File: config.mk
export PLATFORM = sky130hd
export DESIGN_NAME = mem_loader
export DESIGN_NICKNAME = d
export VERILOG_FILES = /design/src/rtl/mem_loader_pkg.sv /design/src/rtl/mem_loader_byte_packer.sv /design/src/rtl/mem_loader.sv
export SDC_FILE = /design/constraint.sdc
export NUM_CORES = 1
export LEC_CHECK = 0
export ABC_AREA = 1
export CORE_MARGIN = 2
export CORE_UTILIZATION = 35
export CTS_CLUSTER_SIZE = 25
export DETAILED_ROUTE_END_ITERATION = 16
export GPL_TIMING_DRIVEN = 1
export SETUP_SLACK_MARGIN = 0.05
export SLEW_MARGIN = 15
export SYNTH_ARGS = -nofsm -noshare
export SYNTH_HDL_FRONTEND = slang
export SYNTH_HIERARCHICAL = 1
export SYNTH_SLANG_ARGS = --single-unit
export TNS_END_PERCENT = 20
File: constraint.sdc
create_clock -name clk -period 1.75 [get_ports clk]
set_input_delay 0.35 -clock clk [delete_from_list [all_inputs] [get_ports clk]]
set_output_delay 0.35 -clock clk [all_outputs]
set_load 0.005 [all_outputs]
File: src/rtl/mem_loader_pkg.sv
// rtl/mem_loader_pkg.sv - shared types and constants for the byte-stream memory loader
// Contents: BYTE_WIDTH constant and the loader FSM state enum.
// Build option: MEM_LOADER_VERIFY_EN adds the VERIFY (write readback) state.
package mem_loader_pkg;

    localparam int BYTE_WIDTH = 8;

`ifdef MEM_LOADER_VERIFY_EN
    typedef enum logic [2:0] {
        ST_IDLE    = 3'd0,
        ST_COLLECT = 3'd1,
        ST_WRITE   = 3'd2,
        ST_VERIFY  = 3'd3,
        ST_DONE    = 3'd4
    } state_e;
`else
    typedef enum logic [2:0] {
        ST_IDLE    = 3'd0,
        ST_COLLECT = 3'd1,
        ST_WRITE   = 3'd2,
        ST_DONE    = 3'd4
    } state_e;
`endif

endpackage

File: src/rtl/mem_loader_byte_packer.sv
// rtl/mem_loader_byte_packer.sv - little-endian byte-to-word assembly for mem_loader
// Ports:
//   clk, rst_n   clock, asynchronous active-low reset
//   clear_i      restart assembly at byte 0 with an empty word
//   load_i       store byte_i into the current byte lane and advance the lane index
//   byte_i       incoming byte
//   word_o       assembly register (byte k in bits [8k+7:8k])
//   last_o       the next load completes the word
module byte_packer
    import mem_loader_pkg::*;
#(
    parameter int DATA_WIDTH = 16
) (
    input  logic                  clk,
    input  logic                  rst_n,
    input  logic                  clear_i,
    input  logic                  load_i,
    input  logic [BYTE_WIDTH-1:0] byte_i,
    output logic [DATA_WIDTH-1:0] word_o,
    output logic                  last_o
);

    localparam int BYTES = DATA_WIDTH / BYTE_WIDTH;
    localparam int IDX_W = (BYTES > 1) ? $clog2(BYTES) : 1;
    localparam logic [IDX_W-1:0] LAST_IDX = IDX_W'(BYTES - 1);

    logic [IDX_W-1:0]      idx_q, idx_d;
    logic [DATA_WIDTH-1:0] word_q, word_d;

    assign last_o = (idx_q == LAST_IDX);
    assign word_o = word_q;

    always_comb begin
        idx_d  = idx_q;
        word_d = word_q;
        if (clear_i) begin
            idx_d  = '0;
            word_d = '0;
        end else if (load_i) begin
            for (int k = 0; k < BYTES; k++) begin
                if (idx_q == IDX_W'(k)) begin
                    word_d[k*BYTE_WIDTH +: BYTE_WIDTH] = byte_i;
                end
            end
            idx_d = last_o ? '0 : idx_q + 1'b1;
        end
    end

    always_ff @(posedge clk or negedge rst_n) begin
        if (!rst_n) begin
            idx_q  <= '0;
            word_q <= '0;
        end else begin
            idx_q  <= idx_d;
            word_q <= word_d;
        end
    end

endmodule

File: src/rtl/mem_loader.sv
// rtl/mem_loader.sv - byte-stream to SRAM word loader (top)
// Ports:
//   clk, rst_n                  clock, asynchronous active-low reset
//   start, base_addr, word_count  load request (sampled in IDLE only)
//   byte_in, byte_valid, byte_ready  byte stream handshake
//   mem_addr, mem_din, mem_wr_en    SRAM write port
//   mem_dout                    SRAM read data (MEM_LOADER_VERIFY_EN only)
//   busy, done                  status; done is a one-cycle pulse
//   verify_err                  sticky readback mismatch (MEM_LOADER_VERIFY_EN only)
// Build option: MEM_LOADER_VERIFY_EN enables a readback compare after each write.
module mem_loader
    import mem_loader_pkg::*;
#(
    parameter int DATA_WIDTH = 16,
    parameter int MEM_DEPTH  = 65536,
    parameter int ADDR_WIDTH = $clog2(MEM_DEPTH)
) (
    input  logic                  clk,
    input  logic                  rst_n,
    input  logic                  start,
    input  logic [ADDR_WIDTH-1:0] base_addr,
    input  logic [ADDR_WIDTH:0]   word_count,
    input  logic [BYTE_WIDTH-1:0] byte_in,
    input  logic                  byte_valid,
    output logic                  byte_ready,
    output logic [ADDR_WIDTH-1:0] mem_addr,
    output logic [DATA_WIDTH-1:0] mem_din,
    output logic                  mem_wr_en,
`ifdef MEM_LOADER_VERIFY_EN
    input  logic [DATA_WIDTH-1:0] mem_dout,
`endif
    output logic                  busy,
    output logic                  done
`ifdef MEM_LOADER_VERIFY_EN
    ,
    output logic                  verify_err
`endif
);

    localparam logic [ADDR_WIDTH-1:0] LAST_ADDR = ADDR_WIDTH'(MEM_DEPTH - 1);
    localparam logic [ADDR_WIDTH:0]   ONE_WORD  = (ADDR_WIDTH + 1)'(1);

    state_e                state_q, state_d;
    logic [ADDR_WIDTH-1:0] cur_addr_q, cur_addr_d;
    logic [ADDR_WIDTH:0]   remaining_q, remaining_d;

    logic                  pack_clear;
    logic                  pack_load;
    logic                  pack_last;
    logic [DATA_WIDTH-1:0] pack_word;
    logic                  advance;

`ifdef MEM_LOADER_VERIFY_EN
    logic verify_err_q, verify_err_d;
`endif

    byte_packer #(
        .DATA_WIDTH(DATA_WIDTH)
    ) u_packer (
        .clk    (clk),
        .rst_n  (rst_n),
        .clear_i(pack_clear),
        .load_i (pack_load),
        .byte_i (byte_in),
        .word_o (pack_word),
        .last_o (pack_last)
    );

    always_comb begin
        state_d     = state_q;
        cur_addr_d  = cur_addr_q;
        remaining_d = remaining_q;
        pack_clear  = 1'b0;
        pack_load   = 1'b0;
        advance     = 1'b0;
`ifdef MEM_LOADER_VERIFY_EN
        verify_err_d = verify_err_q;
`endif

        case (state_q)
            ST_IDLE: begin
                if (start) begin
`ifdef MEM_LOADER_VERIFY_EN
                    verify_err_d = 1'b0;
`endif
                    if (word_count == '0) begin
                        state_d = ST_DONE;
                    end else begin
                        cur_addr_d  = base_addr;
                        remaining_d = word_count;
                        pack_clear  = 1'b1;
                        state_d     = ST_COLLECT;
                    end
                end
            end
            ST_COLLECT: begin
                // byte_ready is 1 throughout COLLECT, so valid alone completes a transfer
                if (byte_valid) begin
                    pack_load = 1'b1;
                    if (pack_last) begin
                        state_d = ST_WRITE;
                    end
                end
            end
            ST_WRITE: begin
`ifdef MEM_LOADER_VERIFY_EN
                state_d = ST_VERIFY;
`else
                advance = 1'b1;
`endif
            end
`ifdef MEM_LOADER_VERIFY_EN
            ST_VERIFY: begin
                // combinational SRAM read of the address just written
                if (mem_dout != pack_word) begin
                    verify_err_d = 1'b1;
                end
                advance = 1'b1;
            end
`endif
            ST_DONE: begin
                state_d = ST_IDLE;
            end
            default: begin
                state_d = ST_IDLE;
            end
        endcase

        // word finished: either stop or move to the next address
        if (advance) begin
            if (remaining_q == ONE_WORD) begin
                state_d = ST_DONE;
            end else begin
                state_d     = ST_COLLECT;
                remaining_d = remaining_q - ONE_WORD;
                cur_addr_d  = (cur_addr_q == LAST_ADDR) ? '0 : cur_addr_q + 1'b1;
            end
        end
    end

    always_ff @(posedge clk or negedge rst_n) begin
        if (!rst_n) begin
            state_q     <= ST_IDLE;
            cur_addr_q  <= '0;
            remaining_q <= '0;
`ifdef MEM_LOADER_VERIFY_EN
            verify_err_q <= 1'b0;
`endif
        end else begin
            state_q     <= state_d;
            cur_addr_q  <= cur_addr_d;
            remaining_q <= remaining_d;
`ifdef MEM_LOADER_VERIFY_EN
            verify_err_q <= verify_err_d;
`endif
        end
    end

    assign byte_ready = (state_q == ST_COLLECT);
    assign mem_wr_en  = (state_q == ST_WRITE);
    assign busy       = (state_q != ST_IDLE);
    assign done       = (state_q == ST_DONE);
    assign mem_addr   = cur_addr_q;
    assign mem_din    = pack_word;
`ifdef MEM_LOADER_VERIFY_EN
    assign verify_err = verify_err_q;
`endif

endmodule

* Yosys cells after proc, flatten, opt, wreduce, memory -nomap -nowiden
Index checks and enable logic that the tools add are counted.
Storage, ports and cells: word-level logic and storage cells 58, register bits after elaboration 53, input bits 45, output and inout port bits 36
Operators by class: eq/ne operators 10, reductions and logical operators 8, add/sub/neg operators 3, multiplexer cells 31
Operator list (count):
- 16-bit two-way mux | 8
- 17-bit two-way mux | 5
- 3-bit two-way mux | 6
- 17-bit by 1-bit equality test with 1-bit output (second input constant) | 1
- 17-bit zero test | 1
- 17-bit by 1-bit subtractor with 17-bit output (second input constant) | 1
- 16-bit by 1-bit adder with 16-bit output (second input constant) | 1
- 16-bit equality test (second input constant) | 1
- 8-bit two-way mux | 2
- 1-bit two-way mux | 9
- 3-bit case mux with 3 select lines | 1
- 2-bit AND reduction | 2
- 4-bit AND reduction | 1
- 2-bit nonzero test | 2
- 3-bit by 1-bit equality test with 1-bit output (second input constant) | 1
- 3-bit by 2-bit equality test with 1-bit output (second input constant) | 1
- 3-bit equality test (second input constant) | 1
- 3-bit zero test | 1
- 3-bit by 1-bit != test with 1-bit output (second input constant) | 1
- 3-bit by 2-bit != test with 1-bit output (second input constant) | 1
- 3-bit != test (second input constant) | 1
- 3-bit nonzero test | 1
- 2-bit by 1-bit != test with 1-bit output (second input constant) | 1
- 2-bit != test (second input constant) | 1
- 1-bit adder (second input constant) | 1

* Depth between registers and ports, before layout
depth after elaboration 6, depth in mapped cells 12

* Cells and area by module
The synthesis kept the hierarchy.
Modules (own cells, without submodules):
- mem_loader | instances 1, sequential area each 900.9 µm², area each 2837.7 µm², cells each 441
- byte_packer | instances 1, sequential area each 425.4 µm², area each 753.2 µm², cells each 92

* Least setup slack after synthesis
No wires, ideal clock.
path type register to register, start point register state_q[2], end point register u_packer.word_q[10] (netlist: u_packer/word_o[10]), arrival time 1.567 ns, path slack 0.066 ns, cell stages (with the launch flop) 10, required time 1.634 ns, path buffers 3, cell sequence dfrtp_1 -> nor3_4 -> nand3_2 -> buf_2 -> inv_1 -> buf_6 -> inv_6 -> buf_6 -> nand3_1 -> nand2_1
Between the ends: cells in the longest elaborated chain, start to end 4, elaborated cells on any way between the ends 8
RTL lines:
- start, declared | line mem_loader.sv:43 | state_e state_q, state_d;
- start signal, assigned | line mem_loader.sv:150 | state_q <= state_d;
- 3-bit zero test * | line mem_loader.sv:80 | case (state_q)
- 1-bit two-way mux * | line mem_loader.sv:80
- named net pack_clear | line mem_loader.sv:47 | logic pack_clear;
- 2-bit nonzero test (no source line)
- 2-bit AND reduction (no source line)
- end signal, assigned | line mem_loader_byte_packer.sv:55 | word_q <= word_d;
- end, declared | line mem_loader_byte_packer.sv:28 | logic [DATA_WIDTH-1:0] word_q, word_d;
Mark *: on every way through the listed nets, which the timed path passes. The rest lies on a longest branch. A chain may end at the register's enable or synchronous reset.

* Worst setup path after layout
start point register cur_addr_q[6] (netlist: mem_addr[6]), end point output port mem_addr[6]
RTL lines:
- start, declared | line mem_loader.sv:44 | logic [ADDR_WIDTH-1:0] cur_addr_q, cur_addr_d;
- start signal, assigned | line mem_loader.sv:151 | cur_addr_q <= cur_addr_d;
- end, declared | line mem_loader.sv:26 | output logic [ADDR_WIDTH-1:0] mem_addr,
No word-level cell between the ends.

==> results.md <==
* CTS tree: done
* Final Hold Vio Count at 0
* Remaining DRCs at 0
* PortBufs at 80
* Dpl hpwl at 7140 um
* Vias/cell at roughly 4.8
* Crit-path cells: clkdlybuf4s50_1
* Register area at 1330 um^2
* Top Metal Used: met4
* Pwr Total at 7210 uW
* Distinct cells, synth at 30
* Number of global-route vias before repair at approximately 3,600
* Initial DRC Count at 167
* Synthesized area per cell at approximately 6.7 um^2
* Hold WC Path Type: in2async
* CP Capture Type: primary output
* Via count at 3,691
* Metal3 WL at a little under 500 um
* Die width at 105 um
* Syn_nets at about 580
* Layout cells sized above 1 at 0.165
* # setup viols final at 0
* Fin. max-slew vios at 0
* Ranking of synthesized cells by area: dfrtp_1 (37%), nand2_1 (16%), nand3_1 (10%)
* Netlist Area Pre-Place at 3590 um^2
* H-tree depth at 2
* Period minus WS final at 1.65 ns
* Filler Cells Inserted at 983
* GRT overflow at 0
* Drt wl/cell at 12.9 um
* CP bufs+invs at 1
* Routability cong. at 0.841
* Met1 WL at 4830 um
* Multi-input gate area at 1940 um^2
* RSZ-0062 raised after global routing: yes
* Post-place setup slack at -0.313 ns
* Gate Count Post-Synth at 533
* Die height at 105 um
* Area of placed instances at around 4700 um^2
* Yosys top cell area share at 0.369
* Tcrit/Tclk final at 0.942
* Layout Skew at approximately 0.019 ns
* Nets at 688
* Drt pass-1 iters at 5
* CTS Hold Bufs at 0
* Longest Clk Path Bufs at 2
* FF+latch count, synth at 53
* Core area at between 9000 and 10,000 um^2
* WL final at 9990 um
* Number of top-level pins at a little over 80
* CTS clock-pin slew for the worst setup and hold paths at between 0.1 and 0.15 ns
* Layout area overhead at 40.9%
* Critical path launch point type: flip-flop
* Power per cell area at roughly 1400 nW/um^2
* Max incr delay on CP at approximately 0.52 ns
* Wire length on met2 at 4660 um
* Sequential element share of the synthesized area at 0.369
* FFs w/ async S/R, synth at 1.00
* Synth top cells by count: nand2_1 (149), inv_1 (83), nand3_1 (74), dfrtp_1 (53), nor2_1 (51)
* Slowest CP cell: clkdlybuf4s50_1
* Die footprint at 11,100 um^2
* Outcome: finished, final reports clean
* Worst skew pair latency at 0.32 ns
* Kind of critical path: reg2out
* Row count at 36
* CTS Root Cell: clkbuf_8
* Worst Path Max Fanout at 6
* Fmax at 0.606 GHz
* Leading area contributor after synthesis: dfrtp_1
* Cell with the most instances after synthesis: nand2_1
* Largest net degree at the start of global routing at 35
* Main synth FF type: dfrtp_1
* Worst-Margin Slew at 0.384 ns
* Fin worst setup slack at 0.101 ns
* Max-cap violation count at 0
* CP top delay family: buffers and inverters
* CTS sink cnt at 53
* CTS buffer count at 5
* Routed Antenna Nets at 0
* Initial antenna violation count at 0
* Number of synthesized flops with an enable pin at 0
* GR Util All Layers at 0.180
* Final instance area at slightly above 5000 um^2
* Max_slew headroom at 0.744
* VDD IR-drop max at 0.000646 V
* First-pass GRT wire length at 16,700 um
* Lkg Pwr at about 0.0026 uW
* Final core utilization at 0.513
* Ant diodes at 0
* Initial Util at 0.364
* Yosys warning total at 6
* Worst endpoint data arrival time at between 1 and 1.5 ns
* Required @ worst endpoint at 1.40 ns
flip-flops by register name, summed over array words and instances, names as in the netlist:
register,count
mem_addr,16
u_packer/word_o,16
remaining_q,17
state_q,3
u_packer/last_o,1
cells in the final DEF, fill, tap and decap left out, types with 5 or more instances in the layout:
cell and n:
xor2_1 7, nand4_1 33, clkbuf_8 5, nor2_2 9, dfrtp_1 47, inv_1 80, o21ai_0 7, o21ai_1 10
nor2_4 12, buf_4 33, dfrtp_2 6, clkdlybuf4s50_1 62, nor3_1 6, dlymetal6s2s_1 13, nand2_1 148, nand3_1 72
nor2_1 38
where the power goes:
group	internal (uW)	total (uW)	switching, uW
registers	1840	2450	607
clock network	299	764	465
logic	1910	4000	2090
metal layers:
metal  track usage  vias up
met2         0.282       83
li1              -     1903
met4        0.0362        0
met3        0.0353        2
met5             0        -
met1         0.258     1703
kinds of logic after synthesis:
logic type	count (synthesis)	share of synthesized area
AND/OR/NAND/NOR	337	0.435
adder cells (fa/ha/maj)	3	0.0105
AO/OA/AOI/OAI	22	0.0307
XOR/XNOR	10	0.0244
flip-flops	53	0.369
buffers and inverters	108	0.130
final timing paths:
path | startpoint | end | slack, ns | depth (start not counted)
max | mem_addr[6] | mem_addr[6] | 0.10 | 1
min | rst_n | u_packer/word_o[0] | 0.04 | 2
max reg2reg | remaining_q[4] | remaining_q[15] | 0.14 | 8
min reg2reg | remaining_q[0] | remaining_q[0] | 0.52 | 1
max in group asynchronous | rst_n | remaining_q[8] | 1.36 | 2
min in group clk | word_count[12] | remaining_q[12] | 0.44 | 5
metrics by stage:
step | std cells | hold slack [ns] | TNS, ns
2_1_floorplan | 533 | 0.0544 | 0
3_3_place_gp | 756 | 0.411 | -11.21
3_5_place_dp | 756 | 0.424 | -11.79
5_1_grt | 774 | 0.0589 | 0
6_report | 774 | 0.0402 | 0
4_1_cts | 765 | 0.0608 | 0
layout make-up:
cell class	count	area share
inverter	87	0.0682
sequential	53	0.264
clock inverter	3	0.00519
timing repair buffer	119	0.231
timing repair inverter	2	0.00321
multi-input combinational	372	0.383
clock buffer	5	0.0136
tap	133	0.0329
repair_timing:
| action | 4_1_cts | 5_1_grt |
|---|---|---|
| endpoints found under the setup margin | 15 | 51 |
| resized for setup | 17 | 58 |
| pin swaps | 2 | 22 |
| buffers inserted | 1 | 7 |
| cloned | 0 | 2 |
Power figures use the tool's default switching activity.
